## config.mk

```make
export PLATFORM = sky130hd
export DESIGN_NAME = uart_rx_cfg
export DESIGN_NICKNAME = d
export VERILOG_FILES = /design/src/rtl/uart_pkg.sv /design/src/rtl/uart_baud_tick.sv /design/src/rtl/uart_rx_cfg.sv
export SDC_FILE = /design/constraint.sdc
export NUM_CORES = 1
export LEC_CHECK = 0
export ABC_AREA = 1
export CORE_MARGIN = 2
export CORE_UTILIZATION = 45
export DETAILED_ROUTE_END_ITERATION = 7
export HOLD_SLACK_MARGIN = 0.15
export PLACE_DENSITY_LB_ADDON = 0.2
export SETUP_SLACK_MARGIN = 0.05
export SLEW_MARGIN = 0
export SYNTH_ARGS = -nofsm -noshare
export SYNTH_HDL_FRONTEND = slang
export SYNTH_SLANG_ARGS = --single-unit
```

## constraint.sdc

```tcl
create_clock -name clk -period 4.9 [get_ports clk]
set_clock_uncertainty 0.1 [all_clocks]
set_input_delay 0.98 -clock clk [delete_from_list [all_inputs] [get_ports clk]]
set_output_delay 0.98 -clock clk [all_outputs]
set_load 0.005 [all_outputs]
```

## src/rtl/uart_pkg.sv

```systemverilog
// Shared UART definitions: parity modes, receiver state encoding and the
// baud-tick divider calculation.
package uart_pkg;

    localparam int PARITY_NONE = 0;
    localparam int PARITY_ODD  = 1;
    localparam int PARITY_EVEN = 2;

    typedef enum logic [2:0] {
        RX_IDLE,
        RX_START,
        RX_DATA,
        RX_PARITY,
        RX_STOP,
        RX_RESYNC
    } rx_state_t;

    // Clock cycles per oversample tick, truncated.
    function automatic int calc_div(input int clock_rate, input int baud_rate,
                                    input int oversample);
        return clock_rate / (baud_rate * oversample);
    endfunction

endpackage

```

## src/rtl/uart_baud_tick.sv

```systemverilog
// Free-running oversample tick divider with synchronous clear; one-cycle
// tick every DIV clocks.
module uart_baud_tick #(
    parameter int DIV = 78
) (
    input  logic clk,
    input  logic rstn,
    input  logic i_clr,
    output logic o_tick
);

    localparam int               CNT_W    = (DIV > 1) ? $clog2(DIV) : 1;
    localparam logic [CNT_W-1:0] CNT_LAST = CNT_W'(DIV - 1);

    logic [CNT_W-1:0] r_cnt;

    assign o_tick = (r_cnt == CNT_LAST);

    // NOTE: sequential state is always written with non-blocking assignments
    // so every flop samples the pre-edge values of its neighbours.
    always_ff @(posedge clk or negedge rstn) begin
        if (!rstn) begin
            r_cnt <= '0;
        end else if (i_clr || o_tick) begin
            r_cnt <= '0;
        end else begin
            r_cnt <= r_cnt + CNT_W'(1);
        end
    end

endmodule

```

## src/rtl/uart_rx_cfg.sv

```systemverilog
// Configurable UART receiver: 3-sample majority vote, parity check, framing
// and break detection, and a resync wait after a low stop bit.
module uart_rx_cfg
    import uart_pkg::*;
#(
    parameter int CLOCK_RATE = 12000000,
    parameter int BAUD_RATE  = 9600,
    parameter int OVERSAMPLE = 16,
    parameter int DATA_BITS  = 8,
    parameter int PARITY     = 0,
    parameter int STOP_BITS  = 1
) (
    input  logic                 clk,
    input  logic                 rstn,
    input  logic                 rxEn,
    input  logic                 rx,
    output logic                 rxBusy,
    output logic                 rxDone,
    output logic                 rxErr,
    output logic                 rxParityErr,
    output logic                 rxBreak,
    output logic [DATA_BITS-1:0] out
);

    localparam int              DIV       = calc_div(CLOCK_RATE, BAUD_RATE, OVERSAMPLE);
    localparam int              PH_W      = $clog2(OVERSAMPLE);
    localparam logic [PH_W-1:0] PH_V0     = PH_W'(OVERSAMPLE / 2 - 1);
    localparam logic [PH_W-1:0] PH_V1     = PH_W'(OVERSAMPLE / 2);
    localparam logic [PH_W-1:0] PH_V2     = PH_W'(OVERSAMPLE / 2 + 1);
    localparam logic [PH_W-1:0] PH_LAST   = PH_W'(OVERSAMPLE - 1);
    localparam logic [3:0]      DATA_LAST = 4'(DATA_BITS - 1);
    localparam logic [3:0]      STOP_LAST = 4'(STOP_BITS - 1);

    rx_state_t            r_state, w_state_nxt;
    logic [1:0]           r_sync;
    logic                 r_prev;
    logic [PH_W-1:0]      r_phase, w_phase_nxt;
    logic [3:0]           r_bit_cnt, w_bit_cnt_nxt;
    logic [1:0]           r_votes, w_votes_nxt;
    logic [DATA_BITS-1:0] r_shift, w_shift_nxt;
    logic [DATA_BITS-1:0] r_out, w_out_nxt;
    logic                 r_par_bit, w_par_bit_nxt;
    logic                 r_busy, w_busy_nxt;
    logic                 r_done, w_done_nxt;
    logic                 r_err, w_err_nxt;
    logic                 r_perr, w_perr_nxt;
    logic                 r_brk, w_brk_nxt;

    logic w_rxs, w_tick, w_start_det, w_vote, w_wrap, w_maj, w_par_exp;

    assign w_rxs       = r_sync[1];
    assign w_start_det = (r_state == RX_IDLE) && rxEn && r_prev && !w_rxs;
    assign w_vote      = w_tick && (r_phase == PH_V2);
    assign w_wrap      = w_tick && (r_phase == PH_LAST);
    assign w_maj       = (r_votes[0] & r_votes[1]) | (r_votes[0] & w_rxs) | (r_votes[1] & w_rxs);
    assign w_par_exp   = (PARITY == PARITY_ODD) ? ~^r_shift : ^r_shift;

    uart_baud_tick #(.DIV(DIV)) u_tick (
        .clk    (clk),
        .rstn   (rstn),
        .i_clr  (w_start_det),
        .o_tick (w_tick)
    );

    // NOTE: every variable gets its default at the top of the block, so no
    // path through the case can leave one unassigned and infer a latch.
    always_comb begin
        w_state_nxt   = r_state;
        w_phase_nxt   = r_phase;
        w_bit_cnt_nxt = r_bit_cnt;
        w_votes_nxt   = r_votes;
        w_shift_nxt   = r_shift;
        w_out_nxt     = r_out;
        w_par_bit_nxt = r_par_bit;
        w_busy_nxt    = r_busy;
        w_done_nxt    = 1'b0;
        w_err_nxt     = r_err;
        w_perr_nxt    = r_perr;
        w_brk_nxt     = r_brk;

        if (w_tick && r_phase == PH_V0) w_votes_nxt[0] = w_rxs;
        if (w_tick && r_phase == PH_V1) w_votes_nxt[1] = w_rxs;
        if (w_tick) w_phase_nxt = (r_phase == PH_LAST) ? '0 : r_phase + PH_W'(1);

        if (!rxEn) begin
            w_state_nxt = RX_IDLE;
            w_busy_nxt  = 1'b0;
        end else begin
            unique case (r_state)
                RX_IDLE: begin
                    if (w_start_det) begin
                        w_state_nxt   = RX_START;
                        w_phase_nxt   = '0;
                        w_bit_cnt_nxt = '0;
                        w_par_bit_nxt = 1'b0;
                        w_busy_nxt    = 1'b1;
                        w_err_nxt     = 1'b0;
                        w_perr_nxt    = 1'b0;
                        w_brk_nxt     = 1'b0;
                    end
                end
                RX_START: begin
                    if (w_vote && w_maj) begin
                        w_state_nxt = RX_IDLE;
                        w_busy_nxt  = 1'b0;
                    end else if (w_wrap) begin
                        w_state_nxt = RX_DATA;
                    end
                end
                RX_DATA: begin
                    if (w_vote) w_shift_nxt = {w_maj, r_shift[DATA_BITS-1:1]};
                    if (w_wrap) begin
                        if (r_bit_cnt == DATA_LAST) begin
                            w_bit_cnt_nxt = '0;
                            w_state_nxt   = (PARITY != PARITY_NONE) ? RX_PARITY : RX_STOP;
                        end else begin
                            w_bit_cnt_nxt = r_bit_cnt + 4'd1;
                        end
                    end
                end
                RX_PARITY: begin
                    if (w_vote) begin
                        w_par_bit_nxt = w_maj;
                        w_perr_nxt    = (w_maj != w_par_exp);
                    end
                    if (w_wrap) w_state_nxt = RX_STOP;
                end
                RX_STOP: begin
                    if (w_vote && (!w_maj || r_bit_cnt == STOP_LAST)) begin
                        w_out_nxt  = r_shift;
                        w_done_nxt = 1'b1;
                        if (!w_maj) begin
                            w_err_nxt   = 1'b1;
                            w_brk_nxt   = (r_bit_cnt == '0) && (r_shift == '0) && !r_par_bit;
                            w_state_nxt = RX_RESYNC;
                            w_phase_nxt = '0;
                        end else begin
                            w_state_nxt = RX_IDLE;
                            w_busy_nxt  = 1'b0;
                        end
                    end else if (w_wrap) begin
                        w_bit_cnt_nxt = r_bit_cnt + 4'd1;
                    end
                end
                RX_RESYNC: begin
                    // Phase counts consecutive high ticks; any low cycle restarts it.
                    w_phase_nxt = r_phase;
                    if (!w_rxs) begin
                        w_phase_nxt = '0;
                    end else if (w_tick) begin
                        if (r_phase == PH_LAST) begin
                            w_state_nxt = RX_IDLE;
                            w_busy_nxt  = 1'b0;
                        end else begin
                            w_phase_nxt = r_phase + PH_W'(1);
                        end
                    end
                end
                default: begin
                    w_state_nxt = RX_IDLE;
                    w_busy_nxt  = 1'b0;
                end
            endcase
        end
    end

    // Synchronizer flops reset high so the idle line never looks like a start edge.
    always_ff @(posedge clk or negedge rstn) begin
        if (!rstn) begin
            r_sync    <= 2'b11;
            r_prev    <= 1'b1;
            r_state   <= RX_IDLE;
            r_phase   <= '0;
            r_bit_cnt <= '0;
            r_votes   <= '0;
            r_shift   <= '0;
            r_out     <= '0;
            r_par_bit <= 1'b0;
            r_busy    <= 1'b0;
            r_done    <= 1'b0;
            r_err     <= 1'b0;
            r_perr    <= 1'b0;
            r_brk     <= 1'b0;
        end else begin
            r_sync    <= {r_sync[0], rx};
            r_prev    <= w_rxs;
            r_state   <= w_state_nxt;
            r_phase   <= w_phase_nxt;
            r_bit_cnt <= w_bit_cnt_nxt;
            r_votes   <= w_votes_nxt;
            r_shift   <= w_shift_nxt;
            r_out     <= w_out_nxt;
            r_par_bit <= w_par_bit_nxt;
            r_busy    <= w_busy_nxt;
            r_done    <= w_done_nxt;
            r_err     <= w_err_nxt;
            r_perr    <= w_perr_nxt;
            r_brk     <= w_brk_nxt;
        end
    end

    assign rxBusy      = r_busy;
    assign rxDone      = r_done;
    assign rxErr       = r_err;
    assign rxParityErr = r_perr;
    assign rxBreak     = r_brk;
    assign out         = r_out;

endmodule
```

==> results by group <==
Run status
  – Status: complete, no violations

STA
  – Slew margin rel.: around 34%
  – Setup Total Neg Slack: 0 ps
  – Hold slack final: between 200 and 300 ps
  – RSZ-0062 raised after global routing: no
  – Share of the cycle needed by the critical path after routing: 49.5%
  – Number of setup violations in the final report: 0
  – Min Tclk post-route: around 2400 ps
  – Count of final hold-check violations: 0
  – Final slew viol count: 0
  – Slew of the pin with the lowest slew margin: 988 ps
  – Maximum clock frequency: 412 MHz

Floorplan
  – Overall die height: 77.9 um
  – FP Rows: 26
  – Standard cell core area: about 5200 sq um
  – Die Wd: roughly 80 um
  – Starting density of the core: 47.5%
  – Floorplan die area: 6060 sq um
  – IO Count: 17

Route
  – Vias: roughly 1900
  – WL met3: 146 um
  – Routed wire length: 4.53 mm
  – Routed Antenna Nets: 0
  – Number of iterations in the first detailed-routing pass: 5
  – DR vias/cell: 4.90
  – Initial drt markers: 110
  – Sum of routed wire segments on met1: between 2 and 2.5 mm
  – Number of design rule violations left after detail routing: 0
  – Average routed wire per standard cell: 11.6 um
  – Top metal layer carrying routed signals: met4
  – Routed met2 length: a little over 2 mm

Critical path
  – Critical register-to-register path endpoint: out[1]$_DFFE_PN0P_
  – Largest fanout on the critical path: 13
  – Critical Path End Type: flop
  – CP Data Arrival Time: 2530 ps
  – Worst Setup Path Type: primary input to flop
  – Worst setup path startpoint: rxEn
  – Required time of the worst setup path: 5000 ps
  – Internal reg-to-reg setup slack: roughly 2900 ps
  – Crit start category: primary input
  – Worst flop-to-flop path startpoint: u_tick.r_cnt[1]$_DFF_PN0_
  – Length in cells of the worst reg-to-reg path: 9

Logic synthesis
  – Seq/Total Area, Yosys: 46.0%
  – Leading cell type by number of instances after synthesis: sky130_fd_sc_hd__nand2_1
  – Total of flip-flops plus latches after synthesis: 45
  – Area share of the largest cell type after synthesis: 42.8%
  – Cell variety after synth: 31
  – Syn nets: 316
  – Main area contributors after synthesis: sky130_fd_sc_hd__dfrtp_1, sky130_fd_sc_hd__nand2_1, sky130_fd_sc_hd__inv_1
  – Ys Warns: 0
  – Number of enable flip-flop cells after synthesis: 0
  – Most common library cells after synthesis: sky130_fd_sc_hd__nand2_1, sky130_fd_sc_hd__dfrtp_1, sky130_fd_sc_hd__inv_1
  – Mean instance size in the synthesized netlist: 8.16 sq um
  – Cell type contributing the most total cell area after synthesis: sky130_fd_sc_hd__dfrtp_1
  – Gate count after technology mapping: between 300 and 400
  – Most used DFF post-synth: sky130_fd_sc_hd__dfrtp_1
  – Proportion of register bits with asynchronous set or reset after synthesis: 100%
  – Netlist area before placement: roughly 2500 sq um

CTS
  – Count of buffers added by post-CTS timing repair for setup: 0
  – CTS clock-pin slew for the worst setup and hold paths: 90 ps
  – Post-cts hold buffer count: 0
  – Bufs on Longest Clock Path: 2
  – Number of sinks driven by the clock tree: 45
  – Post_cts resized: 0
  – Root buffer cell: sky130_fd_sc_hd__clkbuf_8
  – H-tree Lvls: 2
  – Insertion delay of the later-clocked pin in the worst-skew pair: 310 ps
  – Number of buffers created by CTS: 5
  – CTS tree: built

GRT
  – Number of antenna violations at the first check in global routing: 0
  – Total grt overflow: 0
  – Largest net degree at the start of global routing: 46
  – First-pass GRT wire length: 8.22 mm
  – Overall fraction of global-route tracks in use: 17.1%
  – Via count of the first global-routing pass: 1844

Job
  – Reported max-cap violation count: 0

Hold path
  – Endpoint with the worst hold slack: r_sync[1]$_DFF_PN1_
  – Launch point of the worst hold path: r_sync[0]$_DFF_PN1_
  – Hold Path Cell Cnt: 0
  – Hold crit path type: flop to flop

Placed design
  – DPL Wire Length: around 3.3 mm
  – Final estimated routing congestion in global placement: 0.853
  – IO buf count: 16
  – Number of placed instances, taps included: between 300 and 400

Cells and area
  – Share of post-route cells with drive strength above 1: 11.8%
  – Area of the multi-input gates: 1130 sq um
  – Area grow syn2layout: 12.2%
  – Diodes inserted: 0
  – Number of inserted filler cells in the final layout: about 490
  – FF/Latch Area: around 1100 sq um
  – Total Nets Final: 335
  – Final std cells w/o fill: 391

Power and ir drop
  – Leakage Power: 1.31 nW
  – Cell Pwr Density: 389 nW/um^2
  – Overall power after layout: 0.00107 W
  – Worst IR Drop VDD: 0.178 mV
layout make-up:
type | count | share of cell area (%)
multi-input combinational | 210 | 41.2
sequential | 45 | 41.0
inverter | 42 | 5.72
timing repair buffer | 16 | 5.63
tap | 70 | 3.18
clock buffer | 5 | 2.50
clock inverter | 3 | 0.772
per-layer routing:
metal,up-vias,GRT usage [%]
met4,0,6.43
met3,9,4.19
met1,892,21.9
met5,-,0
met2,23,27.9
li1,992,-
flip-flops by register name (all words and copies together) (netlist names), 2 cells and up:
name,cells
out,8
r_shift,8
u_tick.r_cnt,7
r_bit_cnt,4
r_phase,4
r_state,3
r_sync,2
r_votes,2
placed cells by master, fill, tap and decap left out, drive strengths merged, types with 3 or more instances in the layout:
cell / Yosys / routed
nor2: 27 / 27
clkbuf: 0 / 5
nand2: 88 / 88
clkdlybuf4s50: 0 / 15
xnor2: 3 / 3
a21oi: 11 / 11
inv: 42 / 43
o21ai: 31 / 31
xor2: 5 / 5
ha: 11 / 11
dfrtp: 42 / 42
nand4: 3 / 3
nor3: 5 / 5
nand3: 17 / 17
dfstp: 3 / 3
worst max-delay path: stages:
cell	delay, ps
sky130_fd_sc_hd__clkdlybuf4s50_1	750
sky130_fd_sc_hd__o21ai_0	210
sky130_fd_sc_hd__a21oi_1	240
sky130_fd_sc_hd__nand2_1	120
sky130_fd_sc_hd__o211ai_1	160
sky130_fd_sc_hd__nand2_1	60
kinds of logic (layout without fill, tap and decap cells):
family | count (synthesis) | after routing | synth area share, %
AOI/OAI and AO/OA | 47 | 47 | 11.9
xor gates and xnor gates | 8 | 8 | 2.85
DFF | 45 | 45 | 46.0
adders and majority gates | 11 | 11 | 5.61
buffers and inverters | 46 | 66 | 7.75
and+or+nand+nor | 144 | 144 | 25.8
how the worst max path moves through the flow:
stage / slack [ps] / cells after the start / endpoint
2_1_floorplan: 2910 / 6 / r_phase[1]$_DFFE_PN0P_
3_3_place_gp: 2170 / 6 / r_phase[1]$_DFFE_PN0P_
3_5_place_dp: 2120 / 6 / r_phase[1]$_DFFE_PN0P_
4_1_cts: 2470 / 6 / r_phase[1]$_DFFE_PN0P_
5_1_grt: 2280 / 6 / r_phase[1]$_DFFE_PN0P_
6_report: 2470 / 6 / r_phase[1]$_DFFE_PN0P_
report_power, final:
part	internal (W)	leakage, nW	switching (W)
Clock	0.000101	0.0445	0.000139
Combinational	0.000127	0.670	0.000220
Sequential	0.000427	0.599	0.0000577
per-stage QoR:
stage          setup WS [ps]  instance area, sq um  utilization, %
2_1_floorplan           2910                  2450               -
3_3_place_gp            2170                  2670            51.5
3_5_place_dp            2120                  2670            51.5
4_1_cts                 2470                  2760            53.3
5_1_grt                 2280                  2760            53.3
6_report                2470                  2760            53.3
Note: power is estimated with default switching activity, not from simulation.
